`src/rtl/polar_to_screen_pkg.sv`:
```
// Shared constants for the polar-to-screen projection and the display draw
// stage: Q8 quarter-wave sine table, 15-degree step constants, FSM encoding.
package polar_to_screen_pkg;

   // Angle steps are 15 degrees each
   localparam int D90  = 6;
   localparam int D360 = 24;

   localparam int TRIG_ENTRIES = 7;

   // sin(k * 15 deg) in Q8, k = 0..6
   localparam logic [8:0] TRIG_T [0:TRIG_ENTRIES-1] = '{
      9'd0, 9'd66, 9'd128, 9'd181, 9'd222, 9'd247, 9'd256
   };

   typedef logic [2:0] state_t;

   localparam state_t ST_IDLE    = 3'd0;
   localparam state_t ST_LOOKUP  = 3'd1;
   localparam state_t ST_MULT    = 3'd2;
   localparam state_t ST_ADJUST  = 3'd3;
   localparam state_t ST_PENDING = 3'd4;

   // Table read with out-of-range indices returning zero
   function automatic logic [8:0] trig_lookup(input logic [2:0] idx);
      logic [8:0] val;
      val = '0;
      if (idx <= 3'(TRIG_ENTRIES - 1)) begin
         val = TRIG_T[idx];
      end
      return val;
   endfunction

endpackage

```
`src/rtl/polar_to_screen_trig.sv`:
```
// 7-entry combinational Q8 sine ROM, indexed 0..6.
module trig_table_q8
   import polar_to_screen_pkg::*;
(
   input  logic [2:0] index,
   output logic [8:0] value
);

   // Pure table read
   always_comb begin
      value = trig_lookup(index);
   end

endmodule

```
`src/rtl/polar_to_screen.sv`:
```
// Converts a (distance, bearing, heading) measurement into clamped screen
// coordinates and commits them to the outputs only at a frame start.
module polar_to_screen
   import polar_to_screen_pkg::*;
#(
   parameter int ORIGIN_X    = 512,
   parameter int ORIGIN_Y    = 384,
   parameter int SCALE_SHIFT = 0,
   parameter int X_MAX       = 1023,
   parameter int Y_MAX       = 767
)
(
   input  logic              clock,
   input  logic              reset,
   input  logic              frame_start,
   input  logic              meas_valid,
   input  logic [7:0]        meas_distance,
   input  logic [4:0]        meas_angle,
   input  logic [4:0]        meas_orientation,
   output logic              meas_ready,
   output logic signed [11:0] center_x,
   output logic signed [11:0] center_y,
   output logic [4:0]        orientation,
   output logic              position_valid,
   output logic              angle_error
);

   localparam int RS_W = ((8 + SCALE_SHIFT) > 11) ? (8 + SCALE_SHIFT) : 11;
   localparam int PW   = RS_W + 9;
   localparam int SW   = PW + 2;

   localparam logic [4:0] A90  = 5'(D90);
   localparam logic [4:0] A180 = 5'(2 * D90);
   localparam logic [4:0] A270 = 5'(3 * D90);
   localparam logic [4:0] A360 = 5'(D360);

   state_t                state;
   logic [7:0]            dist_r;
   logic [4:0]            angle_r;
   logic [4:0]            orient_r;
   logic [1:0]            quad;
   logic [1:0]            quad_r;
   logic [2:0]            k_idx;
   logic [2:0]            kc_idx;
   logic [8:0]            t_k;
   logic [8:0]            t_kc;
   logic [8:0]            xcoef_r;
   logic [8:0]            ycoef_r;
   logic [RS_W-1:0]       rs;
   logic [PW-1:0]         prod_x;
   logic [PW-1:0]         prod_y;
   logic [PW-1:0]         mx_r;
   logic [PW-1:0]         my_r;
   logic                  neg_x;
   logic                  neg_y;
   logic signed [SW-1:0]  dx;
   logic signed [SW-1:0]  dy;
   logic signed [SW-1:0]  sx;
   logic signed [SW-1:0]  sy;
   logic signed [11:0]    x_clamp;
   logic signed [11:0]    y_clamp;
   logic signed [11:0]    pend_x;
   logic signed [11:0]    pend_y;

   assign meas_ready = (state == ST_IDLE);

   // Split the bearing into quadrant and in-quadrant step
   always_comb begin
      quad  = 2'd0;
      k_idx = 3'd0;
      if (angle_r >= A270) begin
         quad  = 2'd3;
         k_idx = 3'(angle_r - A270);
      end else if (angle_r >= A180) begin
         quad  = 2'd2;
         k_idx = 3'(angle_r - A180);
      end else if (angle_r >= A90) begin
         quad  = 2'd1;
         k_idx = 3'(angle_r - A90);
      end else begin
         k_idx = 3'(angle_r);
      end
      kc_idx = 3'(D90) - k_idx;
   end

   trig_table_q8 u_rom_sin (
      .index (k_idx),
      .value (t_k)
   );

   trig_table_q8 u_rom_cos (
      .index (kc_idx),
      .value (t_kc)
   );

   // Scaled range times Q8 coefficients
   always_comb begin
      rs     = RS_W'(dist_r) << SCALE_SHIFT;
      prod_x = PW'(rs) * PW'(xcoef_r);
      prod_y = PW'(rs) * PW'(ycoef_r);
   end

   // Apply quadrant signs, offset by origin, clamp to screen limits
   always_comb begin
      neg_x = (quad_r == 2'd1) || (quad_r == 2'd2);
      neg_y = (quad_r == 2'd2) || (quad_r == 2'd3);
      dx    = signed'(SW'(mx_r));
      dy    = signed'(SW'(my_r));
      if (neg_x) dx = -dx;
      if (neg_y) dy = -dy;
      sx = SW'(ORIGIN_X) + dx;
      sy = SW'(ORIGIN_Y) + dy;
      if (sx[SW-1]) begin
         x_clamp = '0;
      end else if (sx > SW'(X_MAX)) begin
         x_clamp = 12'(X_MAX);
      end else begin
         x_clamp = sx[11:0];
      end
      if (sy[SW-1]) begin
         y_clamp = '0;
      end else if (sy > SW'(Y_MAX)) begin
         y_clamp = 12'(Y_MAX);
      end else begin
         y_clamp = sy[11:0];
      end
   end

   // Measurement FSM and frame-synchronous output commit
   always_ff @(posedge clock) begin
      if (reset) begin
         state          <= ST_IDLE;
         dist_r         <= '0;
         angle_r        <= '0;
         orient_r       <= '0;
         quad_r         <= '0;
         xcoef_r        <= '0;
         ycoef_r        <= '0;
         mx_r           <= '0;
         my_r           <= '0;
         pend_x         <= '0;
         pend_y         <= '0;
         center_x       <= 12'(ORIGIN_X);
         center_y       <= 12'(ORIGIN_Y);
         orientation    <= '0;
         position_valid <= 1'b0;
         angle_error    <= 1'b0;
      end else begin
         angle_error <= 1'b0;
         case (state)
            ST_IDLE: begin
               if (meas_valid) begin
                  if (meas_angle < A360) begin
                     dist_r   <= meas_distance;
                     angle_r  <= meas_angle;
                     orient_r <= meas_orientation;
                     state    <= ST_LOOKUP;
                  end else begin
                     angle_error <= 1'b1;
                  end
               end
            end
            ST_LOOKUP: begin
               // In odd quadrants the axis roles rotate by 90 degrees, so the
               // sine and cosine magnitudes swap between x and y.
               quad_r  <= quad;
               xcoef_r <= quad[0] ? t_k  : t_kc;
               ycoef_r <= quad[0] ? t_kc : t_k;
               state   <= ST_MULT;
            end
            ST_MULT: begin
               mx_r  <= prod_x >> 8;
               my_r  <= prod_y >> 8;
               state <= ST_ADJUST;
            end
            ST_ADJUST: begin
               pend_x <= x_clamp;
               pend_y <= y_clamp;
               state  <= ST_PENDING;
            end
            ST_PENDING: begin
               if (frame_start) begin
                  center_x       <= pend_x;
                  center_y       <= pend_y;
                  orientation    <= orient_r;
                  position_valid <= 1'b1;
                  state          <= ST_IDLE;
               end
            end
            default: begin
               state <= ST_IDLE;
            end
         endcase
      end
   end

endmodule

```
`config.mk`:
```
export PLATFORM = sky130hd
export DESIGN_NAME = polar_to_screen
export DESIGN_NICKNAME = d
export VERILOG_FILES = /design/src/rtl/polar_to_screen_pkg.sv /design/src/rtl/polar_to_screen_trig.sv /design/src/rtl/polar_to_screen.sv
export SDC_FILE = /design/constraint.sdc
export NUM_CORES = 1
export LEC_CHECK = 0
export CAP_MARGIN = 40
export CORE_ASPECT_RATIO = 0.6
export CORE_UTILIZATION = 32
export CTS_CLUSTER_DIAMETER = 150
export DETAILED_ROUTE_END_ITERATION = 8
export GPL_ROUTABILITY_DRIVEN = 0
export PLACE_DENSITY = 0.52
export REMOVE_ABC_BUFFERS = 1
export SYNTH_ARGS = -nofsm -noshare
export SYNTH_HDL_FRONTEND = slang
export SYNTH_HIERARCHICAL = 1
export SYNTH_SLANG_ARGS = --single-unit
```
`constraint.sdc`:
```
create_clock -name clock -period 5.7 [get_ports clock]
set_clock_uncertainty 0.05 [all_clocks]
set_input_delay 1.425 -clock clock [delete_from_list [all_inputs] [get_ports clock]]
set_output_delay 1.425 -clock clock [all_outputs]
set_load 0.02 [all_outputs]
```
# Word level (Yosys, flattened, before mapping)
# Memory sizes are Yosys's and may differ from the RTL's.
# Cells that the tools add are included.
[totals]
input_bits = 22
regBits = 120
memories = 2
rom_bits = 144
latch_bits = 0
wordCells = 84
ramBits = 0
[classes]
addsub = 8
n_div = 0
multipliers = 2
n_reduce_logical = 7
shifts = 0
bitwise_logic = 4
n_lt_le_gt_ge = 10
mux = 25
n_eq_ne = 10
[mem_list]
columns = ["memory", "depth", "width", "read_ports", "rd_ports_with_merged_regs", "write_ports", "line_no", "text"]
rows = [
  ["(name not given)", 8, 9, 1, 0, 0, "polar_to_screen_pkg.sv:29", "val = TRIG_T[idx];"],
  ["(name not given)", 8, 9, 1, 0, 0, "polar_to_screen_pkg.sv:29", ""],
]
[ops]
columns = ["cell", "count"]
rows = [
  ["two-way mux 9 bit", 8],
  ["two-way mux 12 bit", 4],
  ["> comparator 22 x 11 -> 1 bit, second input constant", 2],
  ["two-way mux 22 bit", 2],
  ["negation 12 -> 22 bit", 2],
  ["multiplier 8 x 9 -> 17 bit", 2],
  ["adder 10 x 22 -> 22 bit, first input constant", 1],
  ["adder 11 x 22 -> 22 bit, first input constant", 1],
  ["two-way mux 3 bit", 6],
  ["one-hot mux 3 bit (5 select lines)", 1],
  ["greater-or-equal comparator 4 bit, second input constant", 2],
  ["NOT 3 -> 4 bit", 2],
  ["== test 3 x 2 -> 1 bit, second input constant", 2],
  ["<= comparator 3 bit, second input constant", 2],
  ["AND reduction 3 bit", 2],
  ["subtractor 3 bit, second input constant", 2],
  ["greater-or-equal comparator 5 x 3 -> 1 bit, second input constant", 1],
  ["greater-or-equal comparator 5 x 4 -> 1 bit, second input constant", 1],
  ["greater-or-equal comparator 5 bit, second input constant", 1],
  ["less-than comparator 5 bit, second input constant", 1],
  ["== test 2 bit, second input constant", 2],
  ["two-way mux 2 bit", 2],
  ["inequality test 2 bit, second input constant", 2],
  ["== test 3 x 1 -> 1 bit, second input constant", 1],
  ["11 further kinds", 14],
]

# Logic depth before layout (Yosys ltp)
[depth]
depth_word = 11
mapped_depth = 17

# By module
# The synthesis kept the hierarchy.
[by_module_without_submodules]
columns = ["module", "area_each_um2", "n_inst", "seq_area_each_um2", "cells_each"]
rows = [
  ["polar_to_screen", 9167.5, 1, 2282.2, 1056],
  ["trig_table_q8", 103.8, 2, 0.0, 13],
]

# Least setup slack after synthesis
# OpenSTA, ideal clock, no wires.
[synth_path]
kind = "reg-to-reg"
from = "reg dist_r[7]"
to = "reg mx_r[8]"
n_path_buf = 1
t_arrival_ns = 4.425
stages_incl_launch_ff = 18
slack_ns = 1.134
cell_sequence = "dfxtp_1 -> clkbuf_1 -> and2_1 -> fa_1 -> inv_1 -> fa_1 -> inv_1 -> fa_1 -> inv_1 -> fa_1 -> inv_1 -> ha_1 -> a21oi_1 -> o41ai_1 -> a31oi_1 -> a21oi_1 -> or3_1 -> a311oi_1"
[synth_between]
elab_chain_cells = 1
[synth_rtl]
columns = ["item", "line_no", "text"]
rows = [
  ["start, declared", "polar_to_screen.sv:38", "logic [7:0] dist_r;"],
  ["start signal, assigned", "polar_to_screen.sv:154", "dist_r <= meas_distance;"],
  ["multiplier 8 x 9 -> 17 bit", "polar_to_screen.sv:99", "prod_x = PW'(rs) * PW'(xcoef_r);"],
  ["end signal, assigned", "polar_to_screen.sv:172", "mx_r <= prod_x >> 8;"],
  ["end, declared", "polar_to_screen.sv:52", "logic [PW-1:0] mx_r;"],
]
# No other way between the ends.
# A chain may end at the register's enable or synchronous reset.

# Worst setup path in the final report
[layout_path]
from = "reg dist_r[2]"
to = "reg mx_r[8]"
# Same word-level chain as after synthesis.

==> results.cfg <==
[run_status]
status = completed

[detailed_routing]
firstDrtPassIters = 5
vias_per_cell = 4.89
drc = 0
final_antenna_net_count = 0
routed_wl_mm = 22.6
vias = 7352
drtIter0Drc = 477
wire_per_inst_um = 15.0

[floorplanning]
io_pins = 54
die_area_sq_mm = 0.0300
die_width_um = 223
chipHeight_um = 135
rows = 48
core_sq_mm = 0.0288
start_util = 0.326

[synthesis]
yosysSeqAreaShare = 0.243
synthTopCellsByArea = dfxtp_1, fa_1, ha_1
netlist.top_cell.by_area = dfxtp_1
synth_edf_count = 0
yosysTopAreaCellShare = 0.243
syn_inst = 1082
ys_seq_elements = 114
synth_area_sq_mm = 0.00938
avgSynthCellArea_sq_um = 8.66
synth-async-reset-ratio = 0
synth_cell_types = 63
yosysWarnings = 6
synth_flop_cell = dfxtp_1

[clock_network]
cts_resized = 0
path_clk_slew_ns = 0.05
cts_hold_buf = 0
cts_htree_levels = 4
cts_tree = yes
clkSinkCount = 114
cts_buffers = 17
clk_path_buf_depth = 2
ctsRootBufferMaster = clkbuf_16
cts_setup_buffers = 0
clk_latency_ns = 0.44

[cells_and_area]
register_area_sq_mm = 0.00228
drive_gt1_frac = 0.0550
nNetsFinal = 1300
final_area_sq_mm = 0.0108
fillers = 2920
antenna-diode-count = 0
multi_input_area_sq_mm = 0.00641
area_growth_pct = 15.6
final_common_cell = nand2_1
finish.utilization = 0.377
instances_no_fill = 1502
layout_common_cells = nand2_1, inv_1, and2_1

[sta]
tns_ns = 0
setup_viol = 0
rsz0062_at_grt = no
setup_ws_ns = 0.659
finalHoldViolations = 0
holdWs_ns = 0.387
tightest_slew_ns = 0.822
drv_slew = 0
finalCritPeriodShare = 0.884
min_period_ns = 5.04
fmax_mhz = 198
max-slew-margin-rel = 0.452

[critical_path]
worstPathMaxFanout = 19
cp-start-kind = flop
crit_path_end_kind = flop
crit_type = reg -> reg
reg2reg_from = dist_r[2]
crit_required_ns = 5.99
ff2ff_path_depth = 14
reg2reg_slack_ns = 0.66
critPathArrivalTime_ns = 5.34
worst_r2r_endpoint = mx_r[8]

[placement]
hpwl_mm = 17.1
dp_slack_ns = 0.681
place_inst = 1470
io_buffers = 53
postPlaceCellArea_sq_mm = 0.0103

[worst_hold_path]
min_path_type = reg -> reg
worstHoldStart = pend_y[10]
min_to = center_y[10]
min_path_cells = 2

[pwr]
powerDensity_mw_per_mm2 = 223
p_leak_nw = 4.78
total_power_mw = 2.42
ir_worst_vdd_v = 0.000143

[global_route]
grt_max_degree = 69
antenna_found_initial = 0
grt.overflow.total = 0
grt_pass1_vias = 7047
track_usage = 0.160
grt_pass1_wl_mm = 37.8

[job]
drv_cap = 0
[worst max-delay path: stages, from the launching register on]
cell and delay (ns):
dfxtp_1 0.79, and2_1 0.24, fa_1 0.44, fa_1 0.48, fa_1 0.54, inv_1 0.05, fa_1 0.53, inv_1 0.04
ha_1 0.33, nand3_1 0.18, o221ai_1 0.16, a31oi_1 0.39, a21oi_1 0.13, or3_1 0.36, a311oi_1 0.24
[cell type report]
cell class,count,share of cell area
Multi-Input combinational cell,793,0.591
Sequential cell,114,0.211
Timing Repair Buffer,65,0.0591
Tap cell,375,0.0433
Clock buffer,22,0.0428
Inverter,123,0.0426
Clock inverter,10,0.0100
[how the worst max path moves through the flow]
stage                    from  endpoint  slack, ns  cells after the start
floorplan           dist_r[7]   mx_r[8]       1.23                     16
global placement    dist_r[7]   my_r[8]       0.77                     13
detailed placement  dist_r[7]   my_r[8]       0.68                     13
CTS                 dist_r[3]   mx_r[8]       0.66                     14
global route        dist_r[5]   my_r[6]       0.28                     14
finish              dist_r[2]   mx_r[8]       0.66                     14
[cell usage after synthesis (17+ instances only)]
cell type,n
fa_1,82
a21oi_1,89
and2_1,120
nor3_1,17
dfxtp_1,114
nor2_1,51
a221o_1,18
nand2_1,137
ha_1,82
mux2i_1,21
a211oi_1,23
clkbuf_1,38
inv_1,122
[where the power goes]
| group | internal [mW] | leakage (nW) | switching [mW] | total, mW |
|---|---|---|---|---|
| Sequential | 0.834 | 0.924 | 0.0826 | 0.917 |
| Combinational | 0.189 | 3.58 | 0.262 | 0.451 |
| Clock | 0.661 | 0.280 | 0.389 | 1.05 |
[state kept, by name, summed over array words and instances (netlist names), 8 cells and up]
name      flops
my_r          9
mx_r          9
pend_x       12
xcoef_r       9
center_y     12
center_x     12
ycoef_r       9
pend_y       12
dist_r        8
[per-layer routing]
metal,routed length (um),vias up,global-route usage
li1,-,3688,-
met1,13200,3544,0.252
met2,8390,104,0.212
met3,697,16,0.0344
met4,235,0,0.0483
met5,0,-,0
[logic make-up after synthesis]
family / share of synthesized area
simple gates: 0.216
compound gates: 0.132
buf+inv: 0.0739
fa+ha+maj: 0.285
flops: 0.243
xor+xnor: 0.0243
mux: 0.0260
No activity file was read; power rests on OpenSTA's default activity.
==> patch, RTL diff (config.mk and constraints unchanged) <==
Put one more register stage on the output `angle_error`, without a reset. The value now appears one clock later. The other outputs are not delayed to match.
--- a/src/rtl/polar_to_screen.sv
+++ b/src/rtl/polar_to_screen.sv
@@ -35,2 +35,4 @@
    localparam logic [4:0] A360 = 5'(D360);
+
+   logic angle_error_s0;
 
@@ -146,5 +148,5 @@
          position_valid <= 1'b0;
-         angle_error    <= 1'b0;
-      end else begin
-         angle_error <= 1'b0;
+         angle_error_s0 <= 1'b0;
+      end else begin
+         angle_error_s0 <= 1'b0;
          case (state)
@@ -158,3 +160,3 @@
                   end else begin
-                     angle_error <= 1'b1;
+                     angle_error_s0 <= 1'b1;
                   end
@@ -196,2 +198,6 @@
 
+   always_ff @(posedge clock) begin
+      angle_error <= angle_error_s0;
+   end
+
 endmodule
Behaviour: not the same (Yosys sat finds a counterexample within 4 cycles, from zero or initial values and one cycle with reset high).
==> patch against the original RTL <==
- setup slack gained 0.034 ns
- count of clock-buffer cells in the layout is 3 lower
- sequential cell count is 1 higher
- critical path depth is 1 lower
- power up 0.34%
- routed wire length up 0.36%
- synthesized area increased by 0.87%
- cell area is 0.97% higher
- critical path type unchanged
==> patch: results (changes against the original RTL) <==
* Layout cell share with drive strength beyond 1 at 5.24% (-0.27 points)
* Actual slew at the worst max-slew pin at 0.930 ns (+0.108 ns)
* Crit-path max FO at 19 (unchanged)
* Sequential fraction of design power at 38.1% (+0.2 points)
* GRT Resource Usage Total at 15.9% (-0.093 points)
* LEAKAGE at 4.91 nW (+2.6%)
* Top area cells in the synthesized netlist: sky130_fd_sc_hd__dfxtp_1 (24%), sky130_fd_sc_hd__fa_1 (17%), sky130_fd_sc_hd__ha_1 (11%)
* Most used standard cells in the synthesized netlist: sky130_fd_sc_hd__nand2_1 (146), sky130_fd_sc_hd__inv_1 (120), sky130_fd_sc_hd__dfxtp_1 (115)
* Global-route wire length before repair at 37.8 mm (about the same)
* Maximum number of buffers from clock root to sink at 2 (unchanged)
* Cell-internal power at 1.64 mW (-2.6%)
* Number of gates resized after CTS at 0 (unchanged)
* Relative contribution of combinational cells to total power at 20.0% (+1.3 points)
* Max incr delay on CP at 0.72 ns (-0.07 ns)
* Clock-pin slew reported for the worst setup and hold paths after clock tree synthesis at 0.06 ns
* Number of vias per cell after detailed routing at 4.85 (-0.90%)
* Final wirelength at 22.7 mm (+0.36%)
* Run status: finished, final reports clean
* Cell Count Post-Placement at 1514 (+3.0%)
* Worst setup timing slack at the placement stage at 0.735 ns (+0.0540 ns)
* Sequential element share of the synthesized area at 24.3% (about the same)
* Critical path arrival at 5.31 ns (-0.03 ns)
* Post-place instance area at 10400 sq um (+1.1%)
* Average instance area after synthesis at 8.60 sq um (-0.78%)
* Count of warnings emitted by yosys at 6 (unchanged)
* Top FF cell, synth: sky130_fd_sc_hd__dfxtp_1
* Number of standard cells after synthesis at 1100 (+1.7%)
* Via count of the first global-routing pass at 7293 (+3.5%)
* Flip-flop and latch power at 0.925 mW (+0.9%)
* Number of H-tree branching levels at 4 (unchanged)
* Largest net degree at the start of global routing at 54 (-22%)
* Total count of max-transition violations in the final report at 0 (unchanged)
* Total Nets Final at 1319 (+1.5%)
* Wire length per cell at 14.7 microns (-2.5%)
* Port Buffers at 53 (unchanged)
* Iteration-0 DRC Markers at 407 (-15%)
* IR drop worst, VDD at 0.155 mV (+8.9%)
* Buffers inserted by post-CTS timing repair at 0 (unchanged)
* N_diodes at 0 (unchanged)
* Root Buffer Master: sky130_fd_sc_hd__clkbuf_16
* Number of distinct standard cells referenced by the synthesized netlist at 65 (+3.2%)
* DPL Wire Length at 17.7 mm (+3.3%)
[patch: cell types whose count changed after synthesis, moves of 7 or more]
cell / change
sky130_fd_sc_hd__xnor2_1: +7
sky130_fd_sc_hd__o21ai_0: +9
sky130_fd_sc_hd__a21o_1: +16
sky130_fd_sc_hd__nand3_1: +13
sky130_fd_sc_hd__a21oi_1: -9
sky130_fd_sc_hd__a22o_1: +7
sky130_fd_sc_hd__xor2_1: -8
sky130_fd_sc_hd__a221o_1: -16
sky130_fd_sc_hd__nand2_1: +9
[patch: worst paths after layout]
check / start / to / slack [ns] / cells after the start
worst min-delay path: angle_error_s0 / angle_error / 0.28 / 0
worst min register to register: angle_error_s0 / angle_error / 0.28 / 0
worst max-delay path: dist_r[7] / my_r[8] / 0.69 / 13
worst max register to register: dist_r[7] / my_r[8] / 0.69 / 13
[patch: metal layers]
layer / wire, microns / share of wire, % / vias up / GRT usage [%]
li1: - / - / 3731 / -
met1: 12900 / 57 / 3622 / 25.2
met2: 8520 / 38 / 131 / 21.4
met3: 1030 / 4.6 / 15 / 3.90
met4: 152 / 0.67 / 0 / 2.97
met5: 0 / 0 / - / 0
[patch: final cells by class]
class / instances / area, sq um
fillers: 2997 / 17900
multi-input cells: 813 / 6470
flip-flops and latches: 115 / 2300
repair buffers: 66 / 654
well taps: 400 / 500
inverters: 120 / 450
clock buffers: 19 / 433
clock inverters: 13 / 128
[patch: kinds of logic after synthesis]
family / count (synthesis) / share of synthesized area [%]
flip-flops: 115 / 24.3
AND/OR/NAND/NOR: 407 / 22.3
AO/OA/AOI/OAI: 196 / 13.3
XOR/XNOR: 25 / 2.32
buffers and inverters: 172 / 7.30
adder cells (fa/ha/maj): 164 / 28.2
multiplexers: 21 / 2.22
